==> config.mk <==
export PLATFORM = sky130hd
export DESIGN_NAME = fir_chan_sched_flat
export DESIGN_NICKNAME = d
export VERILOG_FILES = /design/src/rtl/fir_pkg.sv /design/src/rtl/fir_chan_sched_if.sv /design/src/rtl/rr_arb2.sv /design/src/rtl/fir_chan_sched.sv /design/src/flat_wrapper.sv
export SDC_FILE = /design/constraint.sdc
export NUM_CORES = 1
export LEC_CHECK = 0
export BUFFER_PORTS_ARGS = -buffer_cell sky130_fd_sc_hd__clkbuf_2
export CORE_ASPECT_RATIO = 0.8
export CORE_MARGIN = 2
export CORE_UTILIZATION = 45
export CTS_CLUSTER_DIAMETER = 30
export DETAILED_ROUTE_END_ITERATION = 6
export PLACE_DENSITY_LB_ADDON = 0.25
export SLEW_MARGIN = 0
export SYNTH_ARGS = -nofsm -noshare
export SYNTH_HDL_FRONTEND = slang
export SYNTH_SLANG_ARGS = --single-unit
==> constraint.sdc <==
create_clock -name clk -period 4.4 [get_ports clk]
set_input_delay 0.22 -clock clk [delete_from_list [all_inputs] [get_ports clk]]
set_output_delay 0.22 -clock clk [all_outputs]
set_load 0.02 [all_outputs]
==> src/rtl/fir_pkg.sv <==
// fir_pkg -- shared types and defaults for the two-channel FIR scheduler.
//   state_t         : scheduler FSM states
//   *_DEFAULT       : default tap count, sample width and accumulator width
//   TAPW            : tap index width for the default tap count
//   CNTW            : width of the per-channel result counters
package fir_pkg;

   localparam int NTAPS_DEFAULT = 16;
   localparam int DW_DEFAULT    = 8;
   localparam int ACCW_DEFAULT  = 32;
   localparam int TAPW          = $clog2(NTAPS_DEFAULT);
   localparam int CNTW          = 16;

   typedef enum logic [2:0] {
      IDLE = 3'd0,
      LOAD = 3'd1,
      MAC  = 3'd2,
      WAIT = 3'd3,
      OUT  = 3'd4
   } state_t;

endpackage

==> src/rtl/fir_chan_sched_if.sv <==
// fir_chan_sched_if -- bundle of every non-clock signal of the scheduler.
//   ch0_* / ch1_*   : per-channel sample offer (valid/data) and acceptance (ready)
//   dp_*            : control towards the external MAC datapath, dp_result back
//   out_*           : result handshake towards the consumer
// Modports:
//   master : the scheduler itself
//   slave  : the environment (channel sources, datapath and consumer)
interface fir_chan_sched_if #(
   parameter int DW   = 8,
   parameter int ACCW = 32,
   parameter int TAPW = 4
);

   logic            ch0_valid;
   logic [DW-1:0]   ch0_data;
   logic            ch0_ready;
   logic            ch1_valid;
   logic [DW-1:0]   ch1_data;
   logic            ch1_ready;

   logic            dp_load;
   logic            dp_chan;
   logic [DW-1:0]   dp_sample;
   logic            dp_acc_clr;
   logic            dp_acc_en;
   logic [TAPW-1:0] dp_tap;
   logic [ACCW-1:0] dp_result;

   logic            out_valid;
   logic [ACCW-1:0] out_data;
   logic            out_chan;
   logic            out_ready;

   modport master (
      input  ch0_valid, ch0_data, ch1_valid, ch1_data, dp_result, out_ready,
      output ch0_ready, ch1_ready, dp_load, dp_chan, dp_sample, dp_acc_clr,
             dp_acc_en, dp_tap, out_valid, out_data, out_chan
   );

   modport slave (
      output ch0_valid, ch0_data, ch1_valid, ch1_data, dp_result, out_ready,
      input  ch0_ready, ch1_ready, dp_load, dp_chan, dp_sample, dp_acc_clr,
             dp_acc_en, dp_tap, out_valid, out_data, out_chan
   );

endinterface

==> src/rtl/rr_arb2.sv <==
// rr_arb2 -- two-requester round-robin arbiter, purely combinational.
//   valid[1:0] : request per channel
//   last       : channel that won the previous grant
//   grant[1:0] : one-hot grant, all zero when nobody requests
module rr_arb2 (
   input  logic [1:0] valid,
   input  logic       last,
   output logic [1:0] grant
);

   // A lone requester always wins; on a tie the channel that did not win
   // last time is served.
   always_comb begin
      grant = 2'b00;
      case (valid)
         2'b01:   grant = 2'b01;
         2'b10:   grant = 2'b10;
         2'b11:   grant = last ? 2'b01 : 2'b10;
         default: grant = 2'b00;
      endcase
   end

endmodule

==> src/rtl/fir_chan_sched.sv <==
// fir_chan_sched -- schedules two sample channels onto one shared FIR MAC
// datapath: accepts one sample, drives the load/clear/accumulate sequence
// over all taps, captures the accumulator and hands it to the consumer.
// Ports:
//   clk, rst : clock, synchronous active-high reset
//   bus      : fir_chan_sched_if.master (channel handshakes, datapath
//              control, result handshake)
// Internal cnt0/cnt1 count delivered results per channel (wrapping).
module fir_chan_sched
   import fir_pkg::*;
#(
   parameter int NTAPS = NTAPS_DEFAULT,
   parameter int DW    = DW_DEFAULT,
   parameter int ACCW  = ACCW_DEFAULT
) (
   input  logic             clk,
   input  logic             rst,
   fir_chan_sched_if.master bus
);

   localparam int TAP_W = (NTAPS > 1) ? $clog2(NTAPS) : 1;
   localparam logic [TAP_W-1:0] LAST_TAP = TAP_W'(NTAPS - 1);

   state_t            state;
   state_t            state_n;
   logic [1:0]        grant;
   logic              last_grant;
   logic [TAP_W-1:0]  tap;
   logic [DW-1:0]     sample;
   logic              chan;
   logic [ACCW-1:0]   out_data_q;
   logic              out_chan_q;
   logic [CNTW-1:0]   cnt0;
   logic [CNTW-1:0]   cnt1;
   logic              in_hs;
   logic              out_hs;

   rr_arb2 u_arb (
      .valid ({bus.ch1_valid, bus.ch0_valid}),
      .last  (last_grant),
      .grant (grant)
   );

   // grant is only non-zero for a requesting channel, so any grant in IDLE
   // is a completed handshake.
   assign in_hs  = (state == IDLE) && (grant != 2'b00);
   assign out_hs = (state == OUT) && bus.out_ready;

   // State register.
   always_ff @(posedge clk) begin
      if (rst) begin
         state <= IDLE;
      end else begin
         state <= state_n;
      end
   end

   // Next-state logic.
   always_comb begin
      state_n = state;
      case (state)
         IDLE:    if (in_hs) state_n = LOAD;
         LOAD:    state_n = MAC;
         MAC:     if (tap == LAST_TAP) state_n = WAIT;
         WAIT:    state_n = OUT;
         OUT:     if (bus.out_ready) state_n = IDLE;
         default: state_n = IDLE;
      endcase
   end

   // Output decode. Reset is synchronous, so the registers still hold their
   // pre-reset values during the reset cycle; every output is masked with rst
   // so the block looks quiet for the whole time reset is high.
   always_comb begin
      bus.ch0_ready  = 1'b0;
      bus.ch1_ready  = 1'b0;
      bus.dp_load    = 1'b0;
      bus.dp_acc_clr = 1'b0;
      bus.dp_acc_en  = 1'b0;
      bus.out_valid  = 1'b0;
      bus.dp_tap     = '0;
      bus.dp_sample  = '0;
      bus.dp_chan    = 1'b0;
      bus.out_data   = '0;
      bus.out_chan   = 1'b0;
      if (!rst) begin
         bus.ch0_ready  = (state == IDLE) && grant[0];
         bus.ch1_ready  = (state == IDLE) && grant[1];
         bus.dp_load    = (state == LOAD);
         bus.dp_acc_clr = (state == LOAD);
         bus.dp_acc_en  = (state == MAC);
         bus.out_valid  = (state == OUT);
         bus.dp_tap     = tap;
         bus.dp_sample  = sample;
         bus.dp_chan    = chan;
         bus.out_data   = out_data_q;
         bus.out_chan   = out_chan_q;
      end
   end

   // Sample capture, tap counter, result capture and delivery counters.
   // tap is cleared whenever the next cycle is not MAC, so it reads 0 in
   // every other state and starts each MAC run from 0.
   always_ff @(posedge clk) begin
      if (rst) begin
         last_grant <= 1'b1;
         tap        <= '0;
         sample     <= '0;
         chan       <= 1'b0;
         out_data_q <= '0;
         out_chan_q <= 1'b0;
         cnt0       <= '0;
         cnt1       <= '0;
      end else begin
         if (in_hs) begin
            sample     <= grant[1] ? bus.ch1_data : bus.ch0_data;
            chan       <= grant[1];
            last_grant <= grant[1];
         end

         if (state == MAC && tap != LAST_TAP) begin
            tap <= tap + 1'b1;
         end else begin
            tap <= '0;
         end

         if (state == WAIT) begin
            out_data_q <= bus.dp_result;
            out_chan_q <= chan;
         end

         if (out_hs) begin
            if (out_chan_q) begin
               cnt1 <= cnt1 + 1'b1;
            end else begin
               cnt0 <= cnt0 + 1'b1;
            end
         end
      end
   end

endmodule

==> src/flat_wrapper.sv <==
// flat-port wrapper written by rule: the top's interface ports become plain ports
module fir_chan_sched_flat import fir_pkg::*;
#(
   parameter int NTAPS = NTAPS_DEFAULT,
   parameter int DW    = DW_DEFAULT,
   parameter int ACCW  = ACCW_DEFAULT
)
  (clk, rst, bus_ch0_valid, bus_ch0_data, bus_ch1_valid, bus_ch1_data, bus_dp_result, bus_out_ready, bus_ch0_ready, bus_ch1_ready, bus_dp_load, bus_dp_chan, bus_dp_sample, bus_dp_acc_clr, bus_dp_acc_en, bus_dp_tap, bus_out_valid, bus_out_data, bus_out_chan);
  fir_chan_sched_if #(.DW(DW), .ACCW(ACCW), .TAPW(4)) bus_i ();
  input  logic clk;
  input  logic rst;
  input wire logic [$bits(bus_i.ch0_valid)-1:0] bus_ch0_valid;
  input wire logic [$bits(bus_i.ch0_data)-1:0] bus_ch0_data;
  input wire logic [$bits(bus_i.ch1_valid)-1:0] bus_ch1_valid;
  input wire logic [$bits(bus_i.ch1_data)-1:0] bus_ch1_data;
  input wire logic [$bits(bus_i.dp_result)-1:0] bus_dp_result;
  input wire logic [$bits(bus_i.out_ready)-1:0] bus_out_ready;
  output wire logic [$bits(bus_i.ch0_ready)-1:0] bus_ch0_ready;
  output wire logic [$bits(bus_i.ch1_ready)-1:0] bus_ch1_ready;
  output wire logic [$bits(bus_i.dp_load)-1:0] bus_dp_load;
  output wire logic [$bits(bus_i.dp_chan)-1:0] bus_dp_chan;
  output wire logic [$bits(bus_i.dp_sample)-1:0] bus_dp_sample;
  output wire logic [$bits(bus_i.dp_acc_clr)-1:0] bus_dp_acc_clr;
  output wire logic [$bits(bus_i.dp_acc_en)-1:0] bus_dp_acc_en;
  output wire logic [$bits(bus_i.dp_tap)-1:0] bus_dp_tap;
  output wire logic [$bits(bus_i.out_valid)-1:0] bus_out_valid;
  output wire logic [$bits(bus_i.out_data)-1:0] bus_out_data;
  output wire logic [$bits(bus_i.out_chan)-1:0] bus_out_chan;
  assign bus_i.ch0_valid = bus_ch0_valid;
  assign bus_i.ch0_data = bus_ch0_data;
  assign bus_i.ch1_valid = bus_ch1_valid;
  assign bus_i.ch1_data = bus_ch1_data;
  assign bus_i.dp_result = bus_dp_result;
  assign bus_i.out_ready = bus_out_ready;
  assign bus_ch0_ready = bus_i.ch0_ready;
  assign bus_ch1_ready = bus_i.ch1_ready;
  assign bus_dp_load = bus_i.dp_load;
  assign bus_dp_chan = bus_i.dp_chan;
  assign bus_dp_sample = bus_i.dp_sample;
  assign bus_dp_acc_clr = bus_i.dp_acc_clr;
  assign bus_dp_acc_en = bus_i.dp_acc_en;
  assign bus_dp_tap = bus_i.dp_tap;
  assign bus_out_valid = bus_i.out_valid;
  assign bus_out_data = bus_i.out_data;
  assign bus_out_chan = bus_i.out_chan;
  fir_chan_sched #(.NTAPS(NTAPS), .DW(DW), .ACCW(ACCW)) u_core (.clk(clk), .rst(rst), .bus(bus_i));
endmodule
== Word level (Yosys, flattened, before mapping) ==
Cells that the tools add are included.
Word-level totals
  register bits: 50
  bits in latches: 0
  bits in writable memories: 0
  memory bits (read-only): 0
  input port bits: 53
  output and inout port bits: 52
  word-level logic and storage cells: 46
  memories: 0
Cells by class
  add/subtract/negate cells: 1
  multiply operators: 0
  div/mod/pow operators: 0
  magnitude comparators: 0
  equal/unequal tests: 12
  shift operators: 0
  muxes and demuxes: 17
  bitwise gates (word level): 1
  reduce and logical (&&, ||, !) cells: 8
Operator list (number)
  32-bit two-way mux: 1
  8-bit two-way mux: 2
  3-bit case mux with 5 select lines: 1
  3-bit two-way mux: 3
  1-bit two-way mux: 7
  3-bit by 2-bit equality test with 1-bit output, second input constant: 2
  2-bit case mux with 3 select lines: 1
  4-bit by 1-bit adder with 4-bit output, second input constant: 1
  2-bit equality test, second input constant: 2
  4-bit equality test, second input constant: 1
  1-bit logical AND: 4
  4-bit two-way mux: 1
  2-bit by 1-bit != test with 1-bit output, second input constant: 2
  4-bit != test, second input constant: 1
  3-bit by 1-bit equality test with 1-bit output, second input constant: 1
  3-bit equality test, second input constant: 1
  3-bit logical NOT: 1
  3-bit AND reduction: 1
  2-bit by 1-bit equality test with 1-bit output, second input constant: 1
  2-bit two-way mux: 1
  2-bit != test, second input constant: 1
  2-bit nonzero test: 1
  2-bit OR reduction: 1
  1-bit inverter: 1

== Longest topological paths before layout ==
  depth in word-level cells: 6
  mapped depth: 6
  gate-level depth less buffers: 4

== Hierarchy ==
From an unflattened synthesis, not the netlist that was laid out.
Second synthesis, totals
  cells, all modules: 283
  area, all modules: 2302.2 um^2
By module, submodules not included
  fir_chan_sched: times used 1, cells each 280, area each 2283.4 um^2, seq. area each 1001.0 um^2
  rr_arb2: times used 1, cells each 3, area each 18.8 um^2, seq. area each 0.0 um^2

== Worst setup path before layout ==
Ideal clock, no wire load.
  kind: register to output
  start point: register u_core.state[0]
  end point: output port bus_dp_load
  arrival time: 1.566 ns
  data required time: 4.180 ns
  slack: 2.614 ns
  cell stages (with the launch flop): 4
  path buffers: 2
  path through: dfxtp_1 > buf_2 > nor4b_1 > buf_4
On the way
  word-level cells in the longest chain between the ends: 2
Ends and longest elaborated chain
  from (decl): RTL line fir_chan_sched.sv:24  | state_t state;
  from (signal assigned): RTL line fir_chan_sched.sv:54  | state <= state_n;
  3-bit by 1-bit equality test with 1-bit output
  1-bit two-way mux
  to (decl): RTL line flat_wrapper.sv:20  | output wire logic [$bits(bus_i.dp_load)-1:0] bus_dp_load;
No other way between the ends.

== Worst setup path after layout ==
  start point: register u_core.state[2]
  end point: output port bus_ch0_ready
On the way
  word-level cells in the longest chain between the ends: 3
Ends and longest elaborated chain
  3-bit logical NOT: RTL line fir_chan_sched.sv:87  | bus.ch0_ready = (state == IDLE) && grant[0];
  1-bit logical AND: RTL line fir_chan_sched.sv:87
  1-bit two-way mux: RTL line fir_chan_sched.sv:86  | if (!rst) begin
  to (decl): RTL line flat_wrapper.sv:18  | output wire logic [$bits(bus_i.ch0_ready)-1:0] bus_ch0_ready;
No other way between the ends.

==> results.md <==
* Run status: finished, final reports clean
* Worst r2r dst: u_core.sample[6]$_SDFFE_PP0P_
* Max-slew violation count at 0
* Core Box Area at 4650 um^2
* GPL Wtd Cong at 0.755
* Overall power at 966 uW
* Clk pin slew, worst setup/hold paths at 0.09 ns
* Port Buffer Count at 104
* Max transition margin at 46.7%
* Die height at 66.6 um
* Commonest non-fill, non-tap cell in the layout: clkbuf_2
* Post-synth net total at 326
* Synthesized area at 2210 um^2
* IO Count at 105
* Post-Place Cells at 416
* Post CTS Setup Buffer Count at 0
* Post-cts sizing count at 0
* Switch Pwr at 267 uW
* Post-layout min period at 2.06 ns
* Area Overhead vs Synth at 26.8%
* Worst Path Max Fanout at 10
* Num rows at 22
* # clock sinks at 50
* CP Launch Type: flop
* R2R cell count at 3
* Yosys cell types at 32
* Clk_skew at 0.00564 ns
* Post-cts hold buffer count at 0
* Initial antenna violation count at 0
* Internal power at 699 uW
* Vias at 2066
* Antenna diodes at 0
* CP peak stage delay at 0.58 ns
* Req. time, crit path at 4.18 ns
* Design Area, Final at 2800 um^2
* DRC viols at 0
* F_max at 486 MHz
* Post-synth EDFFs at 0
* CP max stage cell: or4b_4
* Part of the power in registers at 52.5%
* Finished Layout Cells at 424
* Worst Min Path Start: bus_dp_result[22]
* Reg2Reg Launch Point: u_core.state[2]$_SDFFE_PP0P_
* Synthesized flop and latch total at 50
* Pre-CTS setup slack at 2.40 ns
* Die X at 82.3 um
* Setup ws final at 2.34 ns
* Register area at 1000 um^2
* Avg Vias per Cell at 4.87
* Vias in the first global route at 1802
* Worst-path cell chain: or4b_4 > a21o_1 > nor2_1 > clkbuf_2
* Worst reg2reg setup slack at 2.77 ns
* Pwr dens at 345 nW/um^2
* Dominant synthesized flop cell: dfxtp_1
* Leak pwr at 0.00123 uW
* Worst endpoint data arrival time at 1.84 ns
* Layout cells sized above 1 at 32.1%
* Comb power frac at 19.9%
* Final ANT Viol Nets at 0
* Kind of critical path: flop to primary output
* Total GRT Usage at 18.1%
* VDD IR max at 0.189 mV
* First DRT Iteration DRCs at 63
* Initial Util at 47.4%
* Multi-input gate area at 1080 um^2
* NumNets Final at 417
* Maxcap violations at 0
* HPWL after DPL at 3.47 mm
* Setup TNS at 0 ns
* RSZ-0062 raised after global routing: false
* Total Wirelength at 4.89 mm
* Element type at the critical path end: primary output
* Root Driver: clkbuf_8
* Cells after Synth at 272
* Largest net degree at the start of global routing at 47
* Synth async-reset ratio at 0%
* Max Root-Sink Buffers at 2
* Hold Crit Class: input pin to flop
* GR Overflow Total at 0
* Worst-margin pin slew at 0.799 ns
* Area of the die at 5480 um^2
* Final period util at 46.8%
* Synth Warn # at 0
* Hold EP: u_core.out_data_q[22]$_SDFFE_PP0N_
* CTS tree: yes
* DRT Pass-1 Iters at 4
* Worst Hold Path Cells at 3
* First-pass GRT wire length at 7.63 mm
* Clock latency on the worst-skew pair at 0.29 ns
* Syn Area/Cell at 8.11 um^2
* Clock power frac at 27.6%
* Layout fillers at 476
* Inserted Clock Buffers at 5
* DR WL/cell at 11.5 um
* Most frequent cells in the layout: clkbuf_2, nand2_1, dfxtp_1
* Final setup vio count at 0
* Fin. Hold Viols at 0
* Area post-placement at 2710 um^2
* Htree depth at 2
* Sw frac at 27.7%
* Sequential-to-total area share from yosys stat at 45.4%
[critical path: cells and delay by family (launching register included)]
family | cells | cell delay (ns)
AOI/OAI and AO/OA | 1 | 0.28
buffers and inverters | 1 | 0.17
and+or+nand+nor | 2 | 0.70
DFF | 1 | 0.40
[power groups by stage]
| stage | clock network (uW) | logic (uW) | registers, uW |
|---|---|---|---|
| after CTS | 278 | 195 | 507 |
| after detailed placement | 0 | 194 | 517 |
| after global placement | 0 | 190 | 517 |
| after global routing | 298 | 212 | 513 |
| final | 267 | 192 | 507 |
| after floorplan | 0 | 149 | 506 |
[metal layers]
layer | global-route usage [%] | share of wire [%] | vias up
met5 | 0 | 0 | -
met4 | 5.63 | 0.51 | 0
met3 | 4.61 | 4.8 | 2
met2 | 31.3 | 48 | 54
met1 | 21.9 | 47 | 939
li1 | - | - | 1071
[cell families (layout without fill, tap and decap cells)]
logic type | Yosys count | in the layout | share of synthesized area, %
buffers and inverters | 25 | 117 | 5.50
DFF | 50 | 50 | 45.4
muxes | 1 | 1 | 0.510
AOI/OAI and AO/OA | 57 | 57 | 16.4
and+or+nand+nor | 136 | 136 | 30.8
adders and majority gates | 1 | 1 | 0.567
xor gates and xnor gates | 2 | 2 | 0.794
[cells in the mapped netlist (all sizes together) (2+ instances only)]
library cell | n | area, um^2
a21oi | 38 | 190
dfxtp | 50 | 1000
nand2 | 69 | 259
xnor2 | 2 | 17.5
clkbuf | 15 | 56.3
nor2b | 45 | 282
o221a | 8 | 90.1
nand3 | 2 | 10.0
o21bai | 8 | 60.1
or4b | 2 | 23.8
nor3 | 3 | 15.0
nor2 | 6 | 22.5
buf | 7 | 53.8
inv | 3 | 11.3
[metrics by stage]
stage          hold WS [ns]  utilization, %
3_5_place_dp          0.442            58.2
5_1_grt               0.129            60.2
3_3_place_gp          0.437            58.2
6_report              0.139            60.2
2_1_floorplan         0.356               -
4_1_cts               0.129            60.2
[flip-flops by register name, summed over array words and instances, names as in the netlist]
name               count
u_core.state           3
u_core.chan            1
u_core.last_grant      1
u_core.out_data_q     32
u_core.tap             4
u_core.out_chan_q      1
u_core.sample          8
[layout make-up]
type | instances | area share (%)
multi-input combinational | 197 | 38.8
sequential | 50 | 35.8
timing repair buffer | 106 | 19.1
clock buffer | 7 | 3.08
tap | 60 | 2.68
inverter | 3 | 0.402
clock inverter | 1 | 0.179
[worst max-delay path by stage]
stage / startpoint / endpoint / slack (ns) / cells after the start
finish: u_core.state[2]$_SDFFE_PP0P_ / bus_ch0_ready / 2.34 / 4
global route: u_core.state[1]$_SDFFE_PP0P_ / bus_ch1_ready / 2.24 / 4
CTS: u_core.state[2]$_SDFFE_PP0P_ / bus_ch0_ready / 2.33 / 4
detailed placement: rst / bus_dp_acc_en / 2.40 / 4
global placement: rst / bus_dp_acc_en / 2.41 / 4
floorplan: u_core.state[0]$_SDFFE_PP0P_ / bus_dp_load / 2.61 / 3
(Power assumes the default switching activity.)
